[src/rtl/bram_stream_reader.sv]
// bram_stream_reader
// Walks a contiguous BRAM address range on a start command, absorbs the
// one-cycle registered read latency and presents the words on a
// valid/ready stream with a last flag. A 2-entry output buffer plus
// in-flight credit accounting keeps full throughput under backpressure.
module bram_stream_reader #(
    parameter int RAM_WIDTH     = 8,
    parameter int RAM_ADDR_BITS = 10
) (
    input  logic                     clk_i,
    input  logic                     rst_n_i,
    input  logic                     start_i,
    input  logic [RAM_ADDR_BITS-1:0] base_addr_i,
    input  logic [RAM_ADDR_BITS:0]   len_i,
    output logic [RAM_ADDR_BITS-1:0] ram_addr_o,
    output logic                     ram_en_o,
    input  logic [RAM_WIDTH-1:0]     ram_data_i,
    output logic [RAM_WIDTH-1:0]     m_data_o,
    output logic                     m_valid_o,
    output logic                     m_last_o,
    input  logic                     m_ready_i,
    output logic                     busy_o,
    output logic                     done_o
);

    localparam logic [1:0] S_IDLE  = 2'd0;
    localparam logic [1:0] S_RUN   = 2'd1;
    localparam logic [1:0] S_DRAIN = 2'd2;

    logic [1:0]                     state_q, state_d;
    logic [RAM_ADDR_BITS-1:0]       addr_q, addr_d;
    logic [RAM_ADDR_BITS:0]         rem_q, rem_d;
    logic                           done_q, done_d;
    logic                           inflight_q;
    logic                           inflight_last_q;
    logic [1:0][RAM_WIDTH-1:0]      buf_data_q;
    logic [1:0]                     buf_last_q;
    logic                           wr_ptr_q;
    logic                           rd_ptr_q;
    logic [1:0]                     occ_q;

    logic                           issue_s;
    logic                           pop_s;
    logic                           head_last_s;
    logic                           start_run_s;
    logic                           start_zero_s;
    logic                           rem_one_s;

    assign pop_s        = (occ_q != 2'd0) & m_ready_i;
    assign head_last_s  = buf_last_q[rd_ptr_q];
    assign start_run_s  = (state_q == S_IDLE) & start_i & (len_i != {(RAM_ADDR_BITS+1){1'b0}});
    assign start_zero_s = (state_q == S_IDLE) & start_i & (len_i == {(RAM_ADDR_BITS+1){1'b0}});
    assign rem_one_s    = (rem_q == {{RAM_ADDR_BITS{1'b0}}, 1'b1});

    // State register
    always_ff @(posedge clk_i or negedge rst_n_i) begin
        if (!rst_n_i) begin
            state_q <= S_IDLE;
        end else begin
            state_q <= state_d;
        end
    end

    // Next-state logic: RUN until the last read is issued, DRAIN until the last beat leaves
    always_comb begin
        state_d = state_q;
        case (state_q)
            S_IDLE: begin
                if (start_run_s) begin
                    state_d = S_RUN;
                end else begin
                    state_d = S_IDLE;
                end
            end
            S_RUN: begin
                if (issue_s && rem_one_s) begin
                    state_d = S_DRAIN;
                end else begin
                    state_d = S_RUN;
                end
            end
            S_DRAIN: begin
                if (pop_s && head_last_s) begin
                    state_d = S_IDLE;
                end else begin
                    state_d = S_DRAIN;
                end
            end
            default: begin
                state_d = S_IDLE;
            end
        endcase
    end

    // Output/control logic: read issue credit check, address/count update, done pulse
    always_comb begin
        issue_s = 1'b0;
        addr_d  = addr_q;
        rem_d   = rem_q;
        done_d  = 1'b0;
        case (state_q)
            S_IDLE: begin
                if (start_run_s) begin
                    addr_d = base_addr_i;
                    rem_d  = len_i;
                end else begin
                    addr_d = addr_q;
                    rem_d  = rem_q;
                end
                done_d = start_zero_s;
            end
            S_RUN: begin
                // Buffered words plus the one in flight must fit once this read lands.
                issue_s = (rem_q != {(RAM_ADDR_BITS+1){1'b0}}) &&
                          (({1'b0, occ_q} + {2'b00, inflight_q}) < (3'd2 + {2'b00, pop_s}));
                if (issue_s) begin
                    addr_d = addr_q + {{(RAM_ADDR_BITS-1){1'b0}}, 1'b1};
                    rem_d  = rem_q - {{RAM_ADDR_BITS{1'b0}}, 1'b1};
                end else begin
                    addr_d = addr_q;
                    rem_d  = rem_q;
                end
            end
            S_DRAIN: begin
                done_d = pop_s & head_last_s;
            end
            default: begin
                done_d = 1'b0;
            end
        endcase
    end

    // Address counter, remaining count and done pulse registers
    always_ff @(posedge clk_i or negedge rst_n_i) begin
        if (!rst_n_i) begin
            addr_q <= {RAM_ADDR_BITS{1'b0}};
            rem_q  <= {(RAM_ADDR_BITS+1){1'b0}};
            done_q <= 1'b0;
        end else begin
            addr_q <= addr_d;
            rem_q  <= rem_d;
            done_q <= done_d;
        end
    end

    // In-flight tracking and 2-entry output buffer; a landing read is always written
    always_ff @(posedge clk_i or negedge rst_n_i) begin
        if (!rst_n_i) begin
            inflight_q      <= 1'b0;
            inflight_last_q <= 1'b0;
            buf_data_q      <= '0;
            buf_last_q      <= 2'b00;
            wr_ptr_q        <= 1'b0;
            rd_ptr_q        <= 1'b0;
            occ_q           <= 2'd0;
        end else begin
            inflight_q      <= issue_s;
            inflight_last_q <= issue_s & rem_one_s;
            if (inflight_q) begin
                buf_data_q[wr_ptr_q] <= ram_data_i;
                buf_last_q[wr_ptr_q] <= inflight_last_q;
                wr_ptr_q             <= ~wr_ptr_q;
            end else begin
                wr_ptr_q <= wr_ptr_q;
            end
            if (pop_s) begin
                rd_ptr_q <= ~rd_ptr_q;
            end else begin
                rd_ptr_q <= rd_ptr_q;
            end
            occ_q <= occ_q + {1'b0, inflight_q} - {1'b0, pop_s};
        end
    end

    assign ram_addr_o = addr_q;
    assign ram_en_o   = issue_s;
    assign m_valid_o  = (occ_q != 2'd0);
    assign m_data_o   = buf_data_q[rd_ptr_q];
    assign m_last_o   = m_valid_o & head_last_s;
    assign busy_o     = (state_q != S_IDLE);
    assign done_o     = done_q;

endmodule
[config.mk]
export PLATFORM = sky130hd
export DESIGN_NAME = bram_stream_reader
export DESIGN_NICKNAME = d
export VERILOG_FILES = /design/src/rtl/bram_stream_reader.sv
export SDC_FILE = /design/constraint.sdc
export NUM_CORES = 1
export LEC_CHECK = 0
export CORE_MARGIN = 2
export CORE_UTILIZATION = 46
export CTS_CLUSTER_SIZE = 24
export DETAILED_ROUTE_END_ITERATION = 12
export PLACE_DENSITY = 0.73
export RECOVER_POWER = 50
export SKIP_LAST_GASP = 1
export SLEW_MARGIN = 20
export SYNTH_ARGS = -nofsm -noshare
export SYNTH_HDL_FRONTEND = slang
export SYNTH_SLANG_ARGS = --single-unit
[constraint.sdc]
create_clock -name clk_i -period 6.35 [get_ports clk_i]
set_clock_uncertainty 0.2 [all_clocks]
set_input_delay 1.27 -clock clk_i [delete_from_list [all_inputs] [get_ports clk_i]]
set_output_delay 1.27 -clock clk_i [all_outputs]
set_load 0.1 [all_outputs]
# Word-level counts from Yosys, hierarchy flattened

Cells that the tools add are included.

Flip-flop bits (word level): 48
Latch bits: 0
Memory bits (writable): 0
ROM bits: 0
Input bits: 33
Output and inout bits: 23
Memories kept: 0

Add/sub/neg operators: 6
Multiply operators: 0
Divide/modulo/power cells: 0
Order comparisons: 4
Equality and inequality tests: 5
Shifts and indexed selects: 0
Multiplexer cells: 22
Bitwise operators: 9
Reductions and logical operators: 12

Operators with widths:

| kind                                                                 | number |
|---|---|
| 8-bit 2-to-1 mux                                                     | 3 |
| 11-bit 2-to-1 mux                                                    | 2 |
| 11-bit one-hot mux with 2 select lines                               | 1 |
| 11-bit nonzero test                                                  | 2 |
| 10-bit 2-to-1 mux                                                    | 2 |
| 10-bit one-hot mux with 2 select lines                               | 1 |
| 16-bit bitwise mux                                                   | 1 |
| 11-bit by 1-bit == test with 1-bit output, second input constant     | 1 |
| 11-bit zero test                                                     | 1 |
| 11-bit by 1-bit subtractor with 11-bit output, second input constant | 1 |
| 10-bit by 1-bit adder with 10-bit output, second input constant      | 1 |
| 8-bit demux with 1-bit select                                        | 1 |
| 1-bit AND                                                            | 7 |
| 2-bit one-hot mux with 3 select lines                                | 1 |
| 2-bit nonzero test                                                   | 3 |
| 1-bit 2-to-1 mux                                                     | 5 |
| 1-bit logical AND                                                    | 4 |
| 1-bit by 2-bit < comparator with 1-bit output, second input constant | 2 |
| 2-bit 2-to-1 mux                                                     | 2 |
| 2-bit inequality test, second input constant                         | 2 |
| 2-bit by 1-bit adder with 3-bit output                               | 1 |
| 2-bit by 1-bit adder with 3-bit output, first input constant         | 1 |
| 3-bit < comparator                                                   | 1 |
| 3-bit AND reduction                                                  | 1 |
| 10 further kinds                                                     | 11 |

# Longest topological paths before layout

Depth in word-level cells: 9
Depth in mapped cells: 8
Mapped depth without buffers: 7

# Least setup slack after synthesis

OpenSTA, ideal clock, no wires.

Path type: in2out
From: in m_ready_i
To: out ram_en_o
Arrival time: 2.139 ns
Required time: 4.880 ns
Setup slack: 2.741 ns
Cell stages on the path: 3
Buffers on the path: 0
Cell sequence: o21ai_1 > o21ai_1 > and3_2

Cells in the longest elaborated chain, start to end: 5

Ends and longest elaborated chain:

| element                                | RTL line | RTL |
|---|---|---|
| from (decl)                            | 21       | `input logic m_ready_i,` |
| 1-bit AND                              | 49       | `assign pop_s = (occ_q != 2'd0) & m_ready_i;` |
| 2-bit by 1-bit adder with 3-bit output | 115      | `(({1'b0, occ_q} + {2'b00, inflight_q}) < (3'd2 + {2'b00, pop_s}));` |
| 3-bit < comparator                     | 115      |  |
| 1-bit logical AND                      | 114      | `issue_s = (rem_q != {(RAM_ADDR_BITS+1){1'b0}}) &&` |
| 1-bit 2-to-1 mux                       | 101      | `case (state_q)` |
| to (decl)                              | 16       | `output logic ram_en_o,` |

No other way between the ends.

# Worst setup path after layout

Same ends and word-level chain as after synthesis.

==> results by group <==
Status
  • Outcome: finished with violations
  • Failing checks: capacitance limit, slew limit

Placed design
  • Number of input and output port buffers inserted: 55
  • Last weighted congestion value of the routability-driven placer: 0.850
  • Post-DP HPWL: 3720 um
  • Placed Instance Area: 3170 um^2

Clocking
  • Clock transition at the registers of the reported paths: 90 ps
  • Largest buffer count on any clock path: 2
  • TritonCTS Sinks: 48
  • Buffers inserted by post-CTS timing repair: 0
  • CTS Root Buffer Type: sky130_fd_sc_hd__clkbuf_8
  • CTS Buf Count: 5
  • Clock H-tree levels: 2
  • Clock tree from TritonCTS: built
  • CTS Hold Bufs: 0
  • Worst-Skew Late Latency: 290 ps
  • # resized after CTS: 0

Setup path
  • Crit path max fanout: 5
  • R2R depth: 6
  • Slowest cell delay on critical path: 1120 ps
  • Critical Path AT: 3520 ps
  • Register-to-register setup slack: 3570 ps
  • Required time of the critical path: 4880 ps
  • Master of the slowest instance on the critical path: sky130_fd_sc_hd__clkdlybuf4s50_1
  • Category of the worst setup path capture point: primary output
  • Classification of the worst setup path: in2out
  • Element type at the critical path start: input port
  • Cell Chain, Critical Path: clkdlybuf4s50_1, o21ai_1, o21ai_1, and3_2, clkdlybuf4s50_1

Logic synthesis
  • Synth Instances: 254
  • Dominant register cell in the synthesized netlist: sky130_fd_sc_hd__dfrtp_1
  • Syn Area/Cell: 10.2 um^2
  • Fraction of synthesis flops using an asynchronous set or reset pin: 100%
  • Seq/Total Area, Yosys: 46.2%
  • Net count of the mapped netlist: 294
  • Library cells used by synthesis: 43
  • Number of enable-type register cells in the synthesized netlist: 0
  • Synth Warn #: 0
  • Cell area after synthesis: 2600 um^2
  • Number of storage elements in the synthesis netlist: 48

Die
  • Placement Rows: 27
  • Horizontal die dimension: 79.2 um
  • Core area: 5470 um^2
  • Overall die height: 79.2 um
  • Total I/O pin count: 56
  • Full die area: 6270 um^2
  • Effective utilization at floorplan: 47.5%

Global routing
  • Global-route wire length before repair: 9210 um
  • Pin count of the biggest net entering global routing: 49
  • Vias in the first global route: 2032
  • Total routing resource utilization after global routing: 18.4%
  • Gr ovfl total: 0
  • Number of antenna violations at the first check in global routing: 0

Hold path
  • Cells on Worst Hold Path: 1
  • Class of the worst hold path: reg2reg

Timing
  • Worst slew pin tran: 2580 ps
  • Setup violations, final: 0
  • Time the worst path needs with I/O delays and setup: 4990 ps
  • Final hold viol count: 0
  • Worst max-slew margin expressed relative to the limit: -72.0%
  • Max Transition Viols Final: 49
  • Unrepaired setup endpoints after global routing: false
  • Fmax: 200 MHz
  • Final period util: 78.6%
  • Final setup TNS: 0 ps

Detailed routing
  • Number of optimization iterations in the first detailed-route pass: 4
  • Detail-routed via count per cell: 5.54
  • Remaining design rule violation count: 0
  • Avg WL per Cell: 14.2 um
  • Total via count in the routed design: 2099
  • Iteration-0 DRC Markers: 71
  • Routed wire length: 5380 um
  • Post-detailed-route count of antenna-violating nets: 0

Run
  • Max-cap viol count: 1

Layout
  • Leading cell type in the layout, fill and taps excluded: sky130_fd_sc_hd__clkdlybuf4s50_1
  • Antenna diode count: 0
  • Share of cells above drive strength 1: 17.9%
  • Growth of design area from synthesis to finish: 26.8%
  • Most frequent cells in the layout: sky130_fd_sc_hd__clkdlybuf4s50_1, sky130_fd_sc_hd__dfrtp_1, sky130_fd_sc_hd__mux2_2, sky130_fd_sc_hd__nand2_1, sky130_fd_sc_hd__a21oi_1
  • Total Nets Final: 346
  • Fin area: 3300 um^2
  • Number of filler cells placed in the layout: 477
[state kept, by name, summed over array words and instances, names as in the netlist]
signal,cells
state_q,2
done_o,1
rd_ptr_q,1
wr_ptr_q,1
rem_q,11
buf_last_q,2
inflight_q,1
occ_q,2
ram_addr_o,10
inflight_last_q,1
buf_data_q,16
[worst paths after layout]
kind | start | endpoint
max reg2reg | state_q[1] | rem_q[2]
min reg2reg | wr_ptr_q | wr_ptr_q
min in group asynchronous | rst_n_i | occ_q[1]
min | wr_ptr_q | wr_ptr_q
max in group asynchronous | rst_n_i | ram_addr_o[0]
max | m_ready_i | ram_en_o
[cell families after synthesis]
family	synth area share (%)
AO/OA/AOI/OAI	16.9
XOR/XNOR	1.35
adder cells (fa/ha/maj)	3.37
buffers and inverters	4.14
flip-flops	46.2
multiplexers	12.0
AND/OR/NAND/NOR	16.0
[metrics by stage]
stage               hold WS, ps  utilization (%)  worst slack (ps)  cells
floorplan                   263                -              2740    254
global placement            278             57.9              1390    370
detailed placement          289             57.9              1370    370
CTS                         306             60.2              1360    378
global route                327             60.2              1250    379
finish                      304             60.2              1360    379
[final cells by class]
cell class / instances / area, um^2 / area share, %
multi-input cells: 185 / 1290 / 39.2
clock buffers: 6 / 82.6 / 2.51
well taps: 72 / 90.1 / 2.73
repair buffers: 57 / 557 / 16.9
clock inverters: 2 / 38.8 / 1.18
inverters: 9 / 33.8 / 1.03
flip-flops and latches: 48 / 1200 / 36.4
[worst max-delay path, delay by kind of cell]
family | cells | cell delay [ps]
buffers and inverters | 2 | 1580
AND/OR/NAND/NOR | 1 | 240
AO/OA/AOI/OAI | 2 | 430
[Yosys cell counts (4+ instances only)]
master	number	area, um^2
sky130_fd_sc_hd__dfrtp_1	48	1200
sky130_fd_sc_hd__mux2_2	26	293
sky130_fd_sc_hd__a21oi_1	19	95.1
sky130_fd_sc_hd__nand2_1	19	71.3
sky130_fd_sc_hd__nor2_1	15	56.3
sky130_fd_sc_hd__o21ai_0	15	75.1
sky130_fd_sc_hd__nand3_1	12	60.1
sky130_fd_sc_hd__a21oi_2	11	96.3
sky130_fd_sc_hd__inv_1	9	33.8
sky130_fd_sc_hd__ha_1	7	87.6
sky130_fd_sc_hd__nor3_1	7	35.0
sky130_fd_sc_hd__clkbuf_1	6	22.5
sky130_fd_sc_hd__a31oi_1	4	25.0
sky130_fd_sc_hd__o21ai_1	4	20.0
sky130_fd_sc_hd__o22a_1	4	35.0
[routing by layer]
layer	share of wire, %	global-route usage [%]	up-vias
li1	-	-	1033
met1	48	24.5	1012
met2	48	30.5	52
met3	3.7	4.20	2
met4	0.43	4.14	0
met5	0	0	-
Power is left out: the tool's default activity adds up to more than one toggle a clock period on the data nets, which glitch-free logic cannot reach.
